==> src/rtl/ir_nec_tx_if.sv <==
// Request-side bundle of the NEC IR transmitter: frame payload, valid/ready
// handshake, repeat-hold request and busy status.
interface ir_nec_tx_if;
  logic [7:0] addr;
  logic [7:0] cmd;
  logic       valid;
  logic       ready;
  logic       hold;
  logic       busy;

  modport master (output addr, cmd, valid, hold, input ready, busy);
  modport slave  (input addr, cmd, valid, hold, output ready, busy);
endinterface

==> src/rtl/ir_nec_tx.sv <==
// NEC IR transmitter: serialises addr/cmd into a carrier-modulated frame on
// the LED pin and emits repeat codes while hold stays high.
module ir_nec_tx #(
  parameter int T_UNIT       = 56000,
  parameter int CARR_HALF    = 1316,
  parameter int FRAME_PERIOD = 10800000
) (
  input  logic        clk,
  input  logic        rst,
  ir_nec_tx_if.slave  bus,
  output logic        ir_env,
  output logic        ir_led
);

  localparam int UW = $clog2(16 * T_UNIT);
  localparam int PW = $clog2(FRAME_PERIOD + 1);
  localparam int CW = (CARR_HALF > 1) ? $clog2(CARR_HALF) : 1;

  typedef enum logic [3:0] {
    IDLE, LEAD_MARK, LEAD_SPACE, BIT_MARK, BIT_SPACE, STOP_MARK, GAP,
    RPT_MARK, RPT_SPACE, RPT_STOP
  } state_t;

  state_t        state_q, state_d;
  logic [UW-1:0] unit_q, unit_d;
  logic [PW-1:0] per_q, per_d;
  logic [31:0]   shift_q, shift_d;
  logic [5:0]    bit_q, bit_d;
  logic [CW-1:0] carr_cnt_q, carr_cnt_d;
  logic          carr_hi_q, carr_hi_d;
  logic [UW-1:0] seg_last;
  logic          seg_end;
  logic          per_done;

  always_ff @(posedge clk or negedge rst) begin
    if (!rst) begin
      state_q    <= IDLE;
      unit_q     <= '0;
      per_q      <= '0;
      shift_q    <= '0;
      bit_q      <= '0;
      carr_cnt_q <= '0;
      carr_hi_q  <= 1'b0;
    end else begin
      state_q    <= state_d;
      unit_q     <= unit_d;
      per_q      <= per_d;
      shift_q    <= shift_d;
      bit_q      <= bit_d;
      carr_cnt_q <= carr_cnt_d;
      carr_hi_q  <= carr_hi_d;
    end
  end

  always_comb begin
    seg_last = '0;
    case (state_q)
      LEAD_MARK, RPT_MARK:           seg_last = UW'(16 * T_UNIT - 1);
      LEAD_SPACE:                    seg_last = UW'(8 * T_UNIT - 1);
      RPT_SPACE:                     seg_last = UW'(4 * T_UNIT - 1);
      BIT_SPACE:                     seg_last = shift_q[0] ? UW'(3 * T_UNIT - 1) : UW'(T_UNIT - 1);
      BIT_MARK, STOP_MARK, RPT_STOP: seg_last = UW'(T_UNIT - 1);
      default:                       seg_last = '0;
    endcase
  end

  assign seg_end  = (unit_q == seg_last);
  assign per_done = (per_q == PW'(FRAME_PERIOD));

  // The period counter reads 1 on the first mark cycle and saturates, so GAP
  // ends on the last cycle before the next frame slot (or at once if overrun).
  always_comb begin
    state_d = state_q;
    unit_d  = unit_q + 1'b1;
    per_d   = per_done ? per_q : per_q + 1'b1;
    shift_d = shift_q;
    bit_d   = bit_q;
    case (state_q)
      IDLE: begin
        unit_d = '0;
        per_d  = '0;
        if (bus.valid) begin
          state_d = LEAD_MARK;
          shift_d = {~bus.cmd, bus.cmd, ~bus.addr, bus.addr};
          bit_d   = '0;
          per_d   = PW'(1);
        end
      end
      LEAD_MARK:  if (seg_end) state_d = LEAD_SPACE;
      LEAD_SPACE: if (seg_end) state_d = BIT_MARK;
      BIT_MARK:   if (seg_end) state_d = BIT_SPACE;
      BIT_SPACE: begin
        if (seg_end) begin
          state_d = (bit_q == 6'd31) ? STOP_MARK : BIT_MARK;
          bit_d   = bit_q + 6'd1;
          shift_d = {1'b0, shift_q[31:1]};
        end
      end
      STOP_MARK:  if (seg_end) state_d = GAP;
      GAP: begin
        unit_d = '0;
        if (per_done) begin
          if (bus.hold) begin
            state_d = RPT_MARK;
            per_d   = PW'(1);
          end else begin
            state_d = IDLE;
          end
        end
      end
      RPT_MARK:   if (seg_end) state_d = RPT_SPACE;
      RPT_SPACE:  if (seg_end) state_d = RPT_STOP;
      RPT_STOP:   if (seg_end) state_d = GAP;
      default:    state_d = IDLE;
    endcase
    if (state_d != state_q) unit_d = '0;
  end

  // Carrier phase restarts high on every segment boundary so marks begin lit.
  always_comb begin
    carr_cnt_d = carr_cnt_q + 1'b1;
    carr_hi_d  = carr_hi_q;
    if (state_d != state_q) begin
      carr_cnt_d = '0;
      carr_hi_d  = 1'b1;
    end else if (carr_cnt_q == CW'(CARR_HALF - 1)) begin
      carr_cnt_d = '0;
      carr_hi_d  = ~carr_hi_q;
    end
  end

  always_comb begin
    ir_env = (state_q == LEAD_MARK) || (state_q == BIT_MARK) || (state_q == STOP_MARK) ||
             (state_q == RPT_MARK) || (state_q == RPT_STOP);
    ir_led = ir_env && carr_hi_q;
    bus.ready = (state_q == IDLE);
    bus.busy  = (state_q != IDLE);
  end

endmodule
==> src/flat_wrapper.sv <==
// flat-port wrapper written by rule: the top's interface ports become plain ports
module ir_nec_tx_flat 
#(
  parameter int T_UNIT       = 56000,
  parameter int CARR_HALF    = 1316,
  parameter int FRAME_PERIOD = 10800000
)
  (clk, rst, ir_env, ir_led, bus_addr, bus_cmd, bus_valid, bus_hold, bus_ready, bus_busy);
  ir_nec_tx_if bus_i ();
  input  logic clk;
  input  logic rst;
  output logic ir_env;
  output logic ir_led;
  input wire logic [$bits(bus_i.addr)-1:0] bus_addr;
  input wire logic [$bits(bus_i.cmd)-1:0] bus_cmd;
  input wire logic [$bits(bus_i.valid)-1:0] bus_valid;
  input wire logic [$bits(bus_i.hold)-1:0] bus_hold;
  output wire logic [$bits(bus_i.ready)-1:0] bus_ready;
  output wire logic [$bits(bus_i.busy)-1:0] bus_busy;
  assign bus_i.addr = bus_addr;
  assign bus_i.cmd = bus_cmd;
  assign bus_i.valid = bus_valid;
  assign bus_i.hold = bus_hold;
  assign bus_ready = bus_i.ready;
  assign bus_busy = bus_i.busy;
  ir_nec_tx #(.T_UNIT(T_UNIT), .CARR_HALF(CARR_HALF), .FRAME_PERIOD(FRAME_PERIOD)) u_core (.clk(clk), .rst(rst), .bus(bus_i), .ir_env(ir_env), .ir_led(ir_led));
endmodule
==> config.mk <==
export PLATFORM = sky130hd
export DESIGN_NAME = ir_nec_tx_flat
export DESIGN_NICKNAME = d
export VERILOG_FILES = /design/src/rtl/ir_nec_tx_if.sv /design/src/rtl/ir_nec_tx.sv /design/src/flat_wrapper.sv
export SDC_FILE = /design/constraint.sdc
export NUM_CORES = 1
export LEC_CHECK = 0
export BUFFER_PORTS_ARGS = -buffer_cell sky130_fd_sc_hd__clkbuf_2
export CORE_MARGIN = 2
export CORE_UTILIZATION = 50
export DETAILED_ROUTE_END_ITERATION = 10
export GPL_TIMING_DRIVEN = 0
export PLACE_DENSITY = 0.64
export SLEW_MARGIN = 20
export SYNTH_ARGS = -nofsm -noshare
export SYNTH_HDL_FRONTEND = slang
export SYNTH_SLANG_ARGS = --single-unit
export TNS_END_PERCENT = 50
==> constraint.sdc <==
create_clock -name clk -period 3.7 [get_ports clk]
set_input_delay 0.185 -clock clk [delete_from_list [all_inputs] [get_ports clk]]
set_output_delay 0.185 -clock clk [all_outputs]
set_load 0.03 [all_outputs]
* Word-level counts from Yosys, hierarchy flattened
Index checks and enable logic that the tools add are counted.
Storage, ports and cells: register bits after elaboration 98, logic and storage cells 75
Operators by class: $add $sub $neg 4, equal/unequal tests 16, multiplexer cells 31, bitwise gates (word level) 3, reductions and logical operators 14
Operators with widths (count):
- 20-bit case mux with 5 select lines | 1
- 24-bit 2-to-1 mux | 3
- 32-bit 2-to-1 mux | 2
- 32-bit case mux with 2 select lines | 1
- 24-bit case mux with 2 select lines | 1
- 20-bit 2-to-1 mux | 2
- 4-bit 2-to-1 mux | 9
- 4-bit case mux with 9 select lines | 1
- 24-bit by 1-bit adder with 24-bit output (second input constant) | 1
- 24-bit == test (second input constant) | 1
- 11-bit 2-to-1 mux | 2
- 20-bit by 1-bit adder with 20-bit output (second input constant) | 1
- 20-bit == test | 1
- 18-bit 2-to-1 mux | 1
- 4-bit by 3-bit == test with 1-bit output (second input constant) | 4
- 8-bit NOT | 2
- 6-bit 2-to-1 mux | 2
- 6-bit case mux with 2 select lines | 1
- 11-bit by 1-bit adder with 11-bit output (second input constant) | 1
- 11-bit == test (second input constant) | 1
- 4-bit by 2-bit == test with 1-bit output (second input constant) | 2
- 4-bit == test (second input constant) | 2
- 6-bit by 1-bit adder with 6-bit output (second input constant) | 1
- 6-bit by 5-bit == test with 1-bit output (second input constant) | 1
- 15 further kinds | 24

* Depth between registers and ports, before layout
Gate-level depths: netlist (run 1).
depth after elaboration 8, mapped depth 11, mapped depth without buffers 9

* Worst setup path after synthesis (run 1)
Ideal clock, no wire load.
path type register to register, start register u_core.state_q[3], end register u_core.shift_q[25], arrival time 2349 ps, data required time 3577 ps, path slack 1228 ps, stages on the path, launching flop included 11, path buffers 4, clock period less this slack 2472 ps, cells stage by stage dfrtp_1 -> buf_2 -> buf_2 -> nor2_1 -> nand2_1 -> inv_1 -> and2_1 -> clkbuf_1 -> clkbuf_1 -> nand2_1 -> o221a_2
On the way: elaborated cells on any way between the ends 18
RTL lines:
- from (decl) | RTL line ir_nec_tx.sv:24 | state_t state_q, state_d;
- from (signal assigned) | RTL line ir_nec_tx.sv:45 | state_q <= state_d;
- 4-bit logical NOT *
- via bus_ready | RTL line flat_wrapper.sv:18 | output wire logic [$bits(bus_i.ready)-1:0] bus_ready;
- 2-bit != test (no line) / 2-bit nonzero test (equally long branches)
- 3-bit AND reduction (no line)
- to (signal assigned) | RTL line ir_nec_tx.sv:48 | shift_q <= shift_d;
- to (decl) | RTL line ir_nec_tx.sv:27 | logic [31:0] shift_q, shift_d;
The timed path passes the listed nets; every way through them passes the cells marked *. A chain may end at the register's enable or synchronous reset.

* Worst setup path in the final report (run 1)
start register u_core.state_q[3], end register u_core.carr_hi_q
On the way: cells in the longest elaborated chain, start to end 8, elaborated cells on any way between the ends 28
RTL lines:
- 4-bit == test (tied with other cells) | RTL line ir_nec_tx.sv:57, ir_nec_tx.sv:78
- 3-bit OR reduction / 2-bit OR reduction (equally long branches) | RTL line ir_nec_tx.sv:57 | case (state_q)
- 20-bit case mux with 5 select lines | RTL line ir_nec_tx.sv:57
- 20-bit == test | RTL line ir_nec_tx.sv:67 | assign seg_end = (unit_q == seg_last);
- 4-bit 2-to-1 mux (tied with other cells) | RTL line ir_nec_tx.sv:99, ir_nec_tx.sv:113
- 4-bit case mux with 9 select lines | RTL line ir_nec_tx.sv:78 | case (state_q)
- 4-bit != test * | RTL line ir_nec_tx.sv:123 | if (state_d != state_q) begin
- 1-bit 2-to-1 mux / 2-bit nonzero test (equally long branches)
- to (signal assigned) | RTL line ir_nec_tx.sv:51 | carr_hi_q <= carr_hi_d;
- to (decl) | RTL line ir_nec_tx.sv:30 | logic carr_hi_q, carr_hi_d;
Mark *: on every way between the ends. The rest lies on a longest branch, timed or not.

==> results of run 1 <==
final timing paths:
| kind | to | cells past startpoint | slack, ps |
|---|---|---|---|
| setup reg to reg | u_core.carr_hi_q$_DFFE_PN0P_ | 8 | 790 |
| max in group asynchronous | u_core.unit_q[7]$_DFF_PN0_ | 3 | 2820 |
| min in group asynchronous | u_core.per_q[13]$_DFF_PN0_ | 2 | 230 |
| setup / recovery | u_core.carr_hi_q$_DFFE_PN0P_ | 8 | 790 |
| hold / removal | u_core.shift_q[14]$_DFFE_PN0P_ | 3 | 80 |
| hold reg to reg | u_core.carr_cnt_q[0]$_DFF_PN0_ | 1 | 490 |
synth_stat cells, types with 3 or more instances:
master and count:
sky130_fd_sc_hd__nand4_1 12, sky130_fd_sc_hd__nor4bb_1 3, sky130_fd_sc_hd__nor4_1 6, sky130_fd_sc_hd__inv_1 28, sky130_fd_sc_hd__clkbuf_1 13, sky130_fd_sc_hd__and4_1 3, sky130_fd_sc_hd__buf_2 8, sky130_fd_sc_hd__a21oi_2 10
sky130_fd_sc_hd__nor3b_1 3, sky130_fd_sc_hd__o21ai_0 11, sky130_fd_sc_hd__nand2_1 37, sky130_fd_sc_hd__nand3_1 32, sky130_fd_sc_hd__nor2_1 76, sky130_fd_sc_hd__nor2b_1 7, sky130_fd_sc_hd__o21ai_1 3, sky130_fd_sc_hd__dfrtp_1 98
sky130_fd_sc_hd__o31ai_1 3, sky130_fd_sc_hd__xor2_1 29, sky130_fd_sc_hd__nand2b_1 8, sky130_fd_sc_hd__or2_2 4, sky130_fd_sc_hd__xnor2_1 22, sky130_fd_sc_hd__nor3_1 7, sky130_fd_sc_hd__nor4b_1 3, sky130_fd_sc_hd__a21oi_1 18
sky130_fd_sc_hd__and3_1 12, sky130_fd_sc_hd__buf_6 4, sky130_fd_sc_hd__o22ai_1 17, sky130_fd_sc_hd__and2_1 3, sky130_fd_sc_hd__a211o_1 3, sky130_fd_sc_hd__or3_1 4, sky130_fd_sc_hd__mux2i_1 4, sky130_fd_sc_hd__ha_1 5
sky130_fd_sc_hd__o221a_2 13
registers in the layout, summed over array words and instances (netlist names):
name and cells:
u_core.bit_q 6, u_core.per_q 24, u_core.shift_q 32, u_core.carr_cnt_q 11, u_core.state_q 4, u_core.carr_hi_q 1, u_core.unit_q 20
repair_timing:
item,CTS,global route
hold endpoints to repair,20,0
setup buffers,0,0
gates resized for setup,0,0
hold buffers,2,0
cells in the final DEF (no fill, tap or decap), drive strengths merged, types with 6 or more instances in the layout:
cell	netlist	layout
nand3	33	33
dfrtp	98	98
nand2b	8	8
inv	28	28
nand4	13	13
o221a	15	15
o21ai	14	14
xor2	30	30
a21oi	28	28
nor2	76	76
clkbuf	13	46
and3	12	12
o22ai	17	17
xnor2	22	22
nor2b	7	7
nor3	7	7
buf	14	15
nand2	37	37
nor4	6	6
metrics by stage:
stage               instance area, sq um  std cells  hold WS, ps  total power, mW  utilization (%)
detailed placement                  5590        711         61.4             1.13             54.4
global placement                    5560        710          392             1.13             54.1
global route                        5870        728         74.7             2.06             57.1
finish                              5870        728         84.0             1.99             57.1
CTS                                 5870        728         70.6             2.02             57.1
floorplan                           5270        551         -111             1.09                -
layout make-up:
class	count	area [sq um]
fillers	947	4410
well taps	136	170
flip-flops and latches	98	2450
clock buffers	10	128
plain buffers	27	141
inverters	28	105
repair buffers	26	171
clock inverters	5	128
multi-input cells	398	2570
logic make-up (layout without fill, tap and decap cells):
kind of cell	count (synthesis)	after routing
simple gates	232	232
compound gates	105	105
flops	98	98
buf+inv	55	96
xor+xnor	52	52
fa+ha+maj	5	5
mux	4	4
worst register-to-register path: stages (launching register included):
cell	delay, ps
sky130_fd_sc_hd__dfrtp_1	420
sky130_fd_sc_hd__buf_2	220
sky130_fd_sc_hd__nor2b_1	140
sky130_fd_sc_hd__nor4_1	470
sky130_fd_sc_hd__mux2i_1	320
sky130_fd_sc_hd__o2111ai_1	210
sky130_fd_sc_hd__nor4_1	500
sky130_fd_sc_hd__o21ai_1	300
sky130_fd_sc_hd__nand2b_1	220
power by group:
group / internal (mW) / switching [mW]
Sequential: 1.07 / 0
Combinational: 0.0130 / 0.0277
Clock: 0.514 / 0.367
Total: 1.60 / 0.395
routing by layer:
layer	up-vias	wire (um)	GRT usage (%)
li1	2026	-	-
met1	1951	5500	29.8
met2	47	5350	35.7
met3	12	334	3.89
met4	0	148	6.77
met5	-	0	0
==> flow_summary.json, run 1 <==
{
  "run_status": "complete, no violations",
  "post_synth.cell_area_avg_sq_um": 9.57,
  "critical_path_arrival_ps": 3170,
  "finalSetupViolCount": 0,
  "clock_latency_ps": 370,
  "clockBufferDepth": 2,
  "vias_per_cell": 5.54,
  "worst_slew_pin_slew_ps": 719,
  "cellLeakagePower_nw": 2.53,
  "cts.sinks": 98,
  "globalplace.congestion": 0.840,
  "worstPathBufferInverterCount": 1,
  "rows": 37,
  "timing.final.max_slew_violations": 0,
  "cp.required_ps": 3960,
  "wl_per_cell_um": 15.6,
  "clock-skew-final_ps": 10.9,
  "timing_hold_violations_final": 0,
  "crit_path_start": "u_core.state_q[3]$_DFF_PN0_",
  "io_pins": 24,
  "timing.critical_path.slowest_stage_cell": "sky130_fd_sc_hd__nor4_1",
  "number_of_synthesized_flops_with_an_enable_pin": 0,
  "max-slew-margin-rel_pct": 51.7,
  "synthMuxAreaShare_pct": 0.759,
  "min_period_over_period_pct": 78.8,
  "antenna_found_initial": 0,
  "synth_seq_cells": 98,
  "synth_top_family_by_area": "simple AND/OR/NAND/NOR gates",
  "dp_slack_ps": 883,
  "synth_top_area_share_pct": 46.5,
  "setup.worst_path.start_class": "register",
  "min_period_ps": 2910,
  "first_global_vias": 4207,
  "max_freq_mhz": 343,
  "floorplan.initialDensity_pct": 51.3,
  "synth_fa_ha_area_share_pct": 1.19,
  "grt_setup_unrepaired": "false",
  "cts.clk_slew.worst_paths_ps": 100,
  "detail_route.iter0.violations": 317,
  "critPathTopFamily": "simple AND/OR/NAND/NOR gates",
  "layout_cell_share_with_drive_strength_beyond_1_pct": 15.0,
  "postRouteAntennaNets": 0,
  "remaining_drc_errors": 0,
  "die_width_um": 107,
  "cp_max_fo": 10,
  "drv.max_cap_violation_count": 0,
  "chipHeight_um": 107,
  "cts_root_buffer": "sky130_fd_sc_hd__clkbuf_8",
  "vdd_drop_max_mv": 0.351,
  "tns_ps": 0,
  "post_synth_and_or_nand_nor_area_fraction_pct": 22.9,
  "grt_start_max_net_pins": 80,
  "detailedRoute.firstPassIterationCount": 4,
  "cts_tree": "built",
  "insertedDiodeCount": 0,
  "total_cts_buffers": 9,
  "synthesis.yosys.warnings": 0,
  "grt_util_all_layers_pct": 21.9,
  "floorplan.die_area_sq_um": 11400,
  "yosys.cell_types.count": 62,
  "synth.cell_area_sq_um": 5270,
  "worstSetupEndpointType": "register",
  "grt.overflow.total": 0,
  "synthXorXnorAreaFrac_pct": 8.78,
  "synth_top_cell_by_area": "sky130_fd_sc_hd__dfrtp_1",
  "synth_sequential_area_ratio_pct": 46.5,
  "final_critical_path_setup_slack_ps": 786,
  "synth_top_flop_cell": "sky130_fd_sc_hd__dfrtp_1",
  "synth_compound_gate_area_share_pct": 15.2,
  "h-tree-depth": 3,
  "vias": 4036,
  "netlist_top_cells_area": "sky130_fd_sc_hd__dfrtp_1 (47%), sky130_fd_sc_hd__nor2_1 (5.4%), sky130_fd_sc_hd__xor2_1 (4.8%)",
  "route.final.wire_length_um": 11300,
  "path_class": "register to register",
  "power.density_nw_per_um2": 339,
  "hp-class": "input pin to register",
  "critical-path-max-stage-delay_ps": 500,
  "io_buffer_count": 23,
  "fin_nets": 613,
  "min_from": "bus_addr[6]",
  "post-dp-hpwl_um": 8040,
  "flow.area_growth_from_synthesis_pct": 11.3,
  "regToRegStartpoint": "u_core.state_q[3]$_DFF_PN0_",
  "wire_length_of_the_first_global_routing_pass_um": 20000,
  "crit_chain": "buf_2, nor2b_1, nor4_1, mux2i_1, o2111ai_1, nor4_1, o21ai_1, nand2b_1",
  "mappedNetlistNets": 576,
  "post_synth_inst_count": 551,
  "async_flop_share_pct": 100,
  "design.core.area_sq_um": 10300,
  "critical-path-top-cell-by-count": "sky130_fd_sc_hd__nor4_1"
}
Note: power is estimated with default switching activity, not from simulation.
==> run 2: changes to the inputs <==
ABC_AREA = 1   (was unset)
clock period = 2.7 ns   (was 3.7 ns; I/O delays follow)
==> run 2 against run 1 <==
  * The run now ends with negative setup slack left
  * Combinational power increased by 53%
  * Die area increased by 6.9%
  * Critical path depth increased by 11
  * Worst setup slack got worse by 810 ps
  * Register-to-register slack got worse by 810 ps
  * First-iteration DRC count increased by 51%
  * Non-clock buffer count increased by 7
  * Critical path type unchanged
  * Largest power group unchanged
==> flow_summary.json, run 2 <==
{
  "total_cts_buffers": 9,
  "post_synth.cell_area_avg_sq_um": 7.45,
  "comb_power_share_pct": 2.2,
  "timing.reg2reg.setup_slack_ps": -30,
  "clock_power_share_pct": 46.2,
  "vdd_drop_max_mv": 0.449,
  "run_status": "finished with violations",
  "most_common_library_cell_in_the_layout_ignoring_fill_and_taps": "sky130_fd_sc_hd__nand2_1",
  "clockBufferDepth": 2,
  "layout_cell_share_with_drive_strength_beyond_1_pct": 21.8,
  "rows": 38,
  "regToRegStartpoint": "u_core.state_q[3]$_DFF_PN0_",
  "remaining_drc_errors": 0,
  "worstSetupEndpoint": "u_core.unit_q[12]$_DFF_PN0_",
  "cellInternalPower_mw": 2.21,
  "grt.overflow.total": 0,
  "yosys.cell_types.count": 34,
  "synthesis.yosys.warnings": 0,
  "grt_setup_unrepaired": "true",
  "synth_sequential_area_ratio_pct": 43.4,
  "first_global_vias": 4971,
  "reg.largest.list": "u_core.shift_q (32), u_core.per_q (24), u_core.unit_q (20)",
  "timing_hold_violations_final": 0,
  "min_period_ps": 2730,
  "fin_nets": 836,
  "globalplace.congestion": 0.991,
  "synth.cell_area_sq_um": 5650,
  "synth_common_cells": "sky130_fd_sc_hd__nand2_1 (168), sky130_fd_sc_hd__dfrtp_1 (98), sky130_fd_sc_hd__nor2_1 (93), sky130_fd_sc_hd__inv_1 (89), sky130_fd_sc_hd__nand3_1 (56)",
  "final_critical_path_setup_slack_ps": -26.6,
  "synth_top_cell_by_area": "sky130_fd_sc_hd__dfrtp_1",
  "drv.max_cap_violation_count": 0,
  "postRouteAntennaNets": 0,
  "io_pins": 24,
  "clock-skew-final_ps": 10.5,
  "num-fill-cells": 966,
  "setup.worst_path.start_class": "register",
  "min_period_over_period_pct": 101,
  "wire_length_of_the_first_global_routing_pass_um": 23400,
  "max_freq_mhz": 367,
  "clock_latency_ps": 360,
  "vias_per_cell": 5.53,
  "io_buffer_count": 23,
  "path_class": "register to register",
  "finalSetupViolCount": 30,
  "worstSetupEndpointType": "register",
  "vias": 5289,
  "post_synth_inst_count": 759,
  "worst_slew_pin_slew_ps": 683,
  "layout.cells.most_common_list": "sky130_fd_sc_hd__nand2_1 (146), sky130_fd_sc_hd__dfrtp_1 (94), sky130_fd_sc_hd__inv_1 (86)",
  "cp_max_fo": 5,
  "route.final.wire_length_um": 14200,
  "grt_util_all_layers_pct": 24.8,
  "r2r_end": "u_core.unit_q[12]$_DFF_PN0_",
  "max_flop_register": "u_core.shift_q",
  "failed_checks": "negative setup slack",
  "number_of_synthesized_flops_with_an_enable_pin": 0,
  "flow.area_growth_from_synthesis_pct": 20.3,
  "p_sw_mw": 0.632,
  "power.density_nw_per_um2": 418,
  "power.switching_fraction_pct": 22.2,
  "synth_seq_cells": 98,
  "synth_most_common_cell": "sky130_fd_sc_hd__nand2_1",
  "chipHeight_um": 110,
  "critical_path_arrival_ps": 3020,
  "antenna_found_initial": 0,
  "largest_register_ffs": 32,
  "max-slew-margin-rel_pct": 54.1,
  "synth_top_area_share_pct": 43.4,
  "r2r.worst_path.cells": 19,
  "cp.required_ps": 2990,
  "design.core.area_sq_um": 10900,
  "async_flop_share_pct": 100,
  "grt_start_max_net_pins": 68,
  "timing.final.max_slew_violations": 0,
  "crit_path_start": "u_core.state_q[3]$_DFF_PN0_",
  "cts_root_buffer": "sky130_fd_sc_hd__clkbuf_16",
  "floorplan.die_area_sq_um": 12200,
  "netlist_top_cells_area": "sky130_fd_sc_hd__dfrtp_1 (43%), sky130_fd_sc_hd__nand2_1 (11%), sky130_fd_sc_hd__nor2_1 (6.2%)",
  "cellLeakagePower_nw": 3.12,
  "synth_top_flop_cell": "sky130_fd_sc_hd__dfrtp_1",
  "pwr-share-seq_pct": 51.6,
  "cts.clk_slew.worst_paths_ps": 70,
  "cts_tree": "built",
  "insertedDiodeCount": 0,
  "mappedNetlistNets": 784,
  "hp-class": "input pin to register",
  "detail_route.iter0.violations": 479,
  "design_power_mw": 2.84,
  "hold_slack_ps": 10.1,
  "die_width_um": 110,
  "cts.sinks": 98,
  "h-tree-depth": 3,
  "post-dp-hpwl_um": 9700,
  "wl_per_cell_um": 14.8,
  "floorplan.initialDensity_pct": 51.7,
  "detailedRoute.firstPassIterationCount": 5
}
## run 2: cell count changes after synthesis, sizes merged, moves of 15 or more
cell,previous run,this run
xnor2,22,2
nand2,37,171
o221a,15,0
o211ai,2,20
o21ai,14,54
nand3,33,59
nor2,76,126
xor2,30,14
o22ai,17,0
inv,28,92
## run 2: critical path: stages, from the launching register on
cell	delay [ps]
sky130_fd_sc_hd__dfrtp_2	480
sky130_fd_sc_hd__buf_12	150
sky130_fd_sc_hd__nor2_4	190
sky130_fd_sc_hd__nand2_4	120
sky130_fd_sc_hd__nand2_4	120
sky130_fd_sc_hd__nand2_1	60
sky130_fd_sc_hd__nand2_1	100
sky130_fd_sc_hd__nand3_1	80
sky130_fd_sc_hd__nor2_1	90
sky130_fd_sc_hd__nand3_1	120
sky130_fd_sc_hd__nor2_4	200
sky130_fd_sc_hd__nand3_4	130
sky130_fd_sc_hd__nand2_2	90
sky130_fd_sc_hd__nor2_1	70
sky130_fd_sc_hd__nand2_2	80
sky130_fd_sc_hd__nand2_2	50
sky130_fd_sc_hd__nand2_2	90
sky130_fd_sc_hd__nand3_4	150
sky130_fd_sc_hd__clkbuf_16	220
sky130_fd_sc_hd__nor2_2	70
## run 2: layout make-up
type / count / area, sq um / area share [%]
Multi-Input combinational cell: 550 / 3060 / 45.0
Sequential cell: 98 / 2460 / 36.1
Inverter: 92 / 358 / 5.26
Timing Repair Buffer: 42 / 319 / 4.69
Clock buffer: 9 / 225 / 3.31
Tap cell: 140 / 175 / 2.58
Buffer: 18 / 130 / 1.91
Clock inverter: 7 / 73.8 / 1.09
## run 2: layer usage
metal | global-route usage (%) | vias up | wire length (um)
li1 | - | 2595 | -
met1 | 34.4 | 2522 | 6450
met2 | 39.7 | 148 | 6800
met3 | 4.35 | 24 | 687
met4 | 8.13 | 0 | 255
met5 | 0 | - | 0
## run 2: cell families (layout without fill, tap and decap cells)
group / count (synthesis) / count (layout) / share of synthesized area, %
buf+inv: 111 / 168 / 7.90
xor+xnor: 16 / 16 / 2.48
flops: 98 / 98 / 43.4
simple gates: 425 / 425 / 34.5
fa+ha+maj: 5 / 5 / 1.11
compound gates: 104 / 104 / 10.6
## run 2: stage by stage
step	util (%)	area (sq um)	cells	setup WS, ps	setup TNS [ps]
final	62.2	6800	956	-26.6	-453
after global routing	62.2	6800	956	-209	-6300
after CTS	57.7	6310	940	0.236	0
after detailed placement	54.7	5980	923	-318	-8970
after global placement	54.3	5940	922	-299	-5010
after floorplan	-	5650	759	258	0
## run 2: how the worst min path moves through the flow
stage	start	end	slack (ps)	cells past startpoint
after floorplan	rst	u_core.bit_q[0]$_DFFE_PN0P_	-160	0
after global placement	bus_cmd[7]	u_core.shift_q[31]$_DFFE_PN0P_	360	2
after detailed placement	rst	u_core.per_q[15]$_DFF_PN0_	50	1
after CTS	bus_cmd[7]	u_core.shift_q[31]$_DFFE_PN0P_	10	2
after global routing	bus_cmd[7]	u_core.shift_q[31]$_DFFE_PN0P_	40	2
final	bus_cmd[7]	u_core.shift_q[31]$_DFFE_PN0P_	10	2
## run 2: what timing repair did
item | in CTS | in global routing
cloned | 0 | 1
hold endpoints to repair | 31 | 0
pin swaps | 2 | 17
setup buffers | 1 | 15
endpoints found under the setup margin | 79 | 74
resized for setup | 12 | 97
hold buffers | 1 | 0
## run 2: power groups by stage
stage / sequential, mW / combinational, mW / clock, mW
5_1_grt: 1.47 / 0.0736 / 1.41
2_1_floorplan: 1.50 / 0.0105 / 0
6_report: 1.47 / 0.0624 / 1.31
4_1_cts: 1.47 / 0.0653 / 1.34
3_5_place_dp: 1.50 / 0.0639 / 0
3_3_place_gp: 1.50 / 0.0566 / 0
==> run 3: changes to the inputs <==
BUFFER_PORTS_ARGS = -buffer_cell sky130_fd_sc_hd__buf_2   (was -buffer_cell sky130_fd_sc_hd__clkbuf_2)
==> run 3 against run 2 <==
  * Maximum frequency grew 1.4%
  * Highest routed layer unchanged
  * Wire length increased by 0.28%
  * Critical path type unchanged
  * Non-clock buffer count grew 4
  * The run now ends clean
==> flow_summary.json, run 3 (synthesis results as in run 2) <==
{
  "run_status": "complete, no violations",
  "insertedDiodeCount": 0,
  "hold_end": "u_core.shift_q[31]$_DFFE_PN0P_",
  "hold_slack_ps": 13.9,
  "regToRegStartpoint": "u_core.state_q[3]$_DFF_PN0_",
  "power.density_nw_per_um2": 410,
  "grt_start_max_net_pins": 68,
  "io_buffer_count": 23,
  "whs_path_depth": 2,
  "tns_ps": 0,
  "reg.largest.list": "u_core.shift_q (32), u_core.per_q (24), u_core.unit_q (20)",
  "total_cts_buffers": 9,
  "power.switching_fraction_pct": 22.7,
  "ff_latch_area_sq_um": 2460,
  "critical_path_arrival_ps": 2970,
  "clock-skew-final_ps": 9.43,
  "antenna_found_initial": 0,
  "post-dp-hpwl_um": 9790,
  "detail_route.iter0.violations": 353,
  "setup.worst_path.start_class": "register",
  "final_critical_path_setup_slack_ps": 9.83,
  "worstSetupEndpointType": "register",
  "dp_slack_ps": -304,
  "layout_cell_share_with_drive_strength_beyond_1_pct": 22.1,
  "h-tree-depth": 3,
  "vias_per_cell": 5.48,
  "comb_power_share_pct": 2.3,
  "p_sw_mw": 0.632,
  "cts_root_buffer": "sky130_fd_sc_hd__clkbuf_16",
  "floorplan.initialDensity_pct": 51.7,
  "postRouteAntennaNets": 0,
  "route.final.wire_length_um": 14200,
  "cp.required_ps": 2980,
  "drv.max_cap_violation_count": 0,
  "cp_max_fo": 10,
  "wl_per_cell_um": 14.8,
  "path_class": "register to register",
  "detailedRoute.firstPassIterationCount": 5,
  "rows": 38,
  "min_period_ps": 2690,
  "timing.critical_path.slowest_stage_cell": "sky130_fd_sc_hd__dfrtp_2",
  "floorplan.die_area_sq_um": 12200,
  "flow.area_growth_from_synthesis_pct": 20.0,
  "grt_util_all_layers_pct": 24.7,
  "crit_chain": "inv_4, nand2_4, nand2_4, nand2_4, nand4_1, o21ai_2, nand3b_1, nor2_1, nand3_2, nand2_2, nand3_2, nand2_2, nand2_2, nand2_2, nand3_4, buf_12, nor2_2",
  "design.core.area_sq_um": 10900,
  "timing.reg2reg.setup_slack_ps": 10,
  "grt.overflow.total": 0,
  "timing_hold_violations_final": 0,
  "cts_tree": "built",
  "first_global_vias": 5087,
  "fin_nets": 840,
  "vias": 5257,
  "critPathTopFamily": "simple AND/OR/NAND/NOR gates",
  "critical-path-max-stage-delay_ps": 500,
  "worst_slew_pin_slew_ps": 785,
  "finalSetupViolCount": 0,
  "worstPathBufferInverterCount": 2,
  "max_freq_mhz": 372,
  "remaining_drc_errors": 0,
  "io_pins": 24,
  "cts.sinks": 98,
  "chipHeight_um": 110,
  "cellInternalPower_mw": 2.15,
  "die_width_um": 110,
  "critical-path-top-cell-by-count": "sky130_fd_sc_hd__nand2_2",
  "r2r_end": "u_core.unit_q[4]$_DFF_PN0_",
  "clock_power_share_pct": 45.0,
  "layout.cells.most_common_list": "sky130_fd_sc_hd__nand2_1 (145), sky130_fd_sc_hd__dfrtp_1 (94), sky130_fd_sc_hd__inv_1 (86)",
  "wire_length_of_the_first_global_routing_pass_um": 23500,
  "min_from": "bus_cmd[7]",
  "vdd_drop_max_mv": 0.422,
  "clock_latency_ps": 350,
  "multi_input_comb_area_sq_um": 3040,
  "largest_register_ffs": 32,
  "r2r.worst_path.cells": 17,
  "grt_setup_unrepaired": "true",
  "num-fill-cells": 964,
  "cts.clk_slew.worst_paths_ps": 70,
  "min_period_over_period_pct": 99.6,
  "most_common_library_cell_in_the_layout_ignoring_fill_and_taps": "sky130_fd_sc_hd__nand2_1",
  "timing.final.max_slew_violations": 0,
  "design_power_mw": 2.78,
  "max_flop_register": "u_core.shift_q",
  "globalplace.congestion": 0.992,
  "pwr-share-seq_pct": 52.7,
  "hp-class": "input pin to register",
  "cellLeakagePower_nw": 3.13,
  "clockBufferDepth": 2,
  "max-slew-margin-rel_pct": 47.2
}
[run 3: changes by cell type in the layout (fill, tap and decap cells not counted), moves of 2 or more]
cell / previous run / this run
sky130_fd_sc_hd__buf_2: 0 / 24
sky130_fd_sc_hd__buf_4: 15 / 20
sky130_fd_sc_hd__clkbuf_2: 25 / 3
sky130_fd_sc_hd__clkbuf_4: 2 / 0
sky130_fd_sc_hd__inv_4: 1 / 3
sky130_fd_sc_hd__inv_6: 3 / 1
sky130_fd_sc_hd__nor2_2: 33 / 35
sky130_fd_sc_hd__nor2_4: 17 / 15
[run 3: layout make-up]
class	count	area share (%)
multi-input combinational	550	44.8
buffer	18	1.92
timing repair buffer	46	4.92
sequential	98	36.2
inverter	92	5.27
clock buffer	10	3.52
tap	140	2.58
clock inverter	6	0.738
[run 3: timing repair]
action,in CTS,in global routing
buffers inserted,0,20
hold buffers,1,0
endpoints found under the hold margin,31,0
cloned,0,1
pin swaps,0,19
gates resized for setup,9,95
endpoints found under the setup margin,79,71
[run 3: worst max-delay path by stage]
| stage | start | depth (start not counted) | to |
|---|---|---|---|
| finish | u_core.state_q[3]$_DFF_PN0_ | 17 | u_core.unit_q[4]$_DFF_PN0_ |
| global route | u_core.state_q[1]$_DFF_PN0_ | 19 | u_core.unit_q[6]$_DFF_PN0_ |
| CTS | u_core.state_q[0]$_DFF_PN0_ | 14 | u_core.unit_q[0]$_DFF_PN0_ |
| detailed placement | u_core.state_q[0]$_DFF_PN0_ | 9 | u_core.per_q[11]$_DFF_PN0_ |
| global placement | u_core.state_q[0]$_DFF_PN0_ | 9 | u_core.per_q[11]$_DFF_PN0_ |
| floorplan | u_core.state_q[2]$_DFF_PN0_ | 9 | u_core.per_q[11]$_DFF_PN0_ |
[run 3: metal layers]
layer,vias to the layer above,wire [um],track usage (%)
li1,2594,-,-
met1,2514,6610,33.9
met2,125,6730,40.4
met3,24,553,3.29
met4,0,333,8.39
met5,-,0,0
[run 3: metrics by stage]
stage,util (%),instance area (sq um),instances
global placement,54.3,5940,922
CTS,57.5,6290,939
floorplan,-,5650,759
global route,62.0,6780,960
detailed placement,54.6,5980,923
finish,62.0,6780,960
[run 3: power groups by stage]
| stage | Sequential (mW) | Clock [mW] | Combinational, mW |
|---|---|---|---|
| 2_1_floorplan | 1.50 | 0 | 0.0105 |
| 3_3_place_gp | 1.50 | 0 | 0.0567 |
| 3_5_place_dp | 1.50 | 0 | 0.0638 |
| 4_1_cts | 1.47 | 1.28 | 0.0652 |
| 5_1_grt | 1.47 | 1.34 | 0.0739 |
| 6_report | 1.47 | 1.25 | 0.0627 |
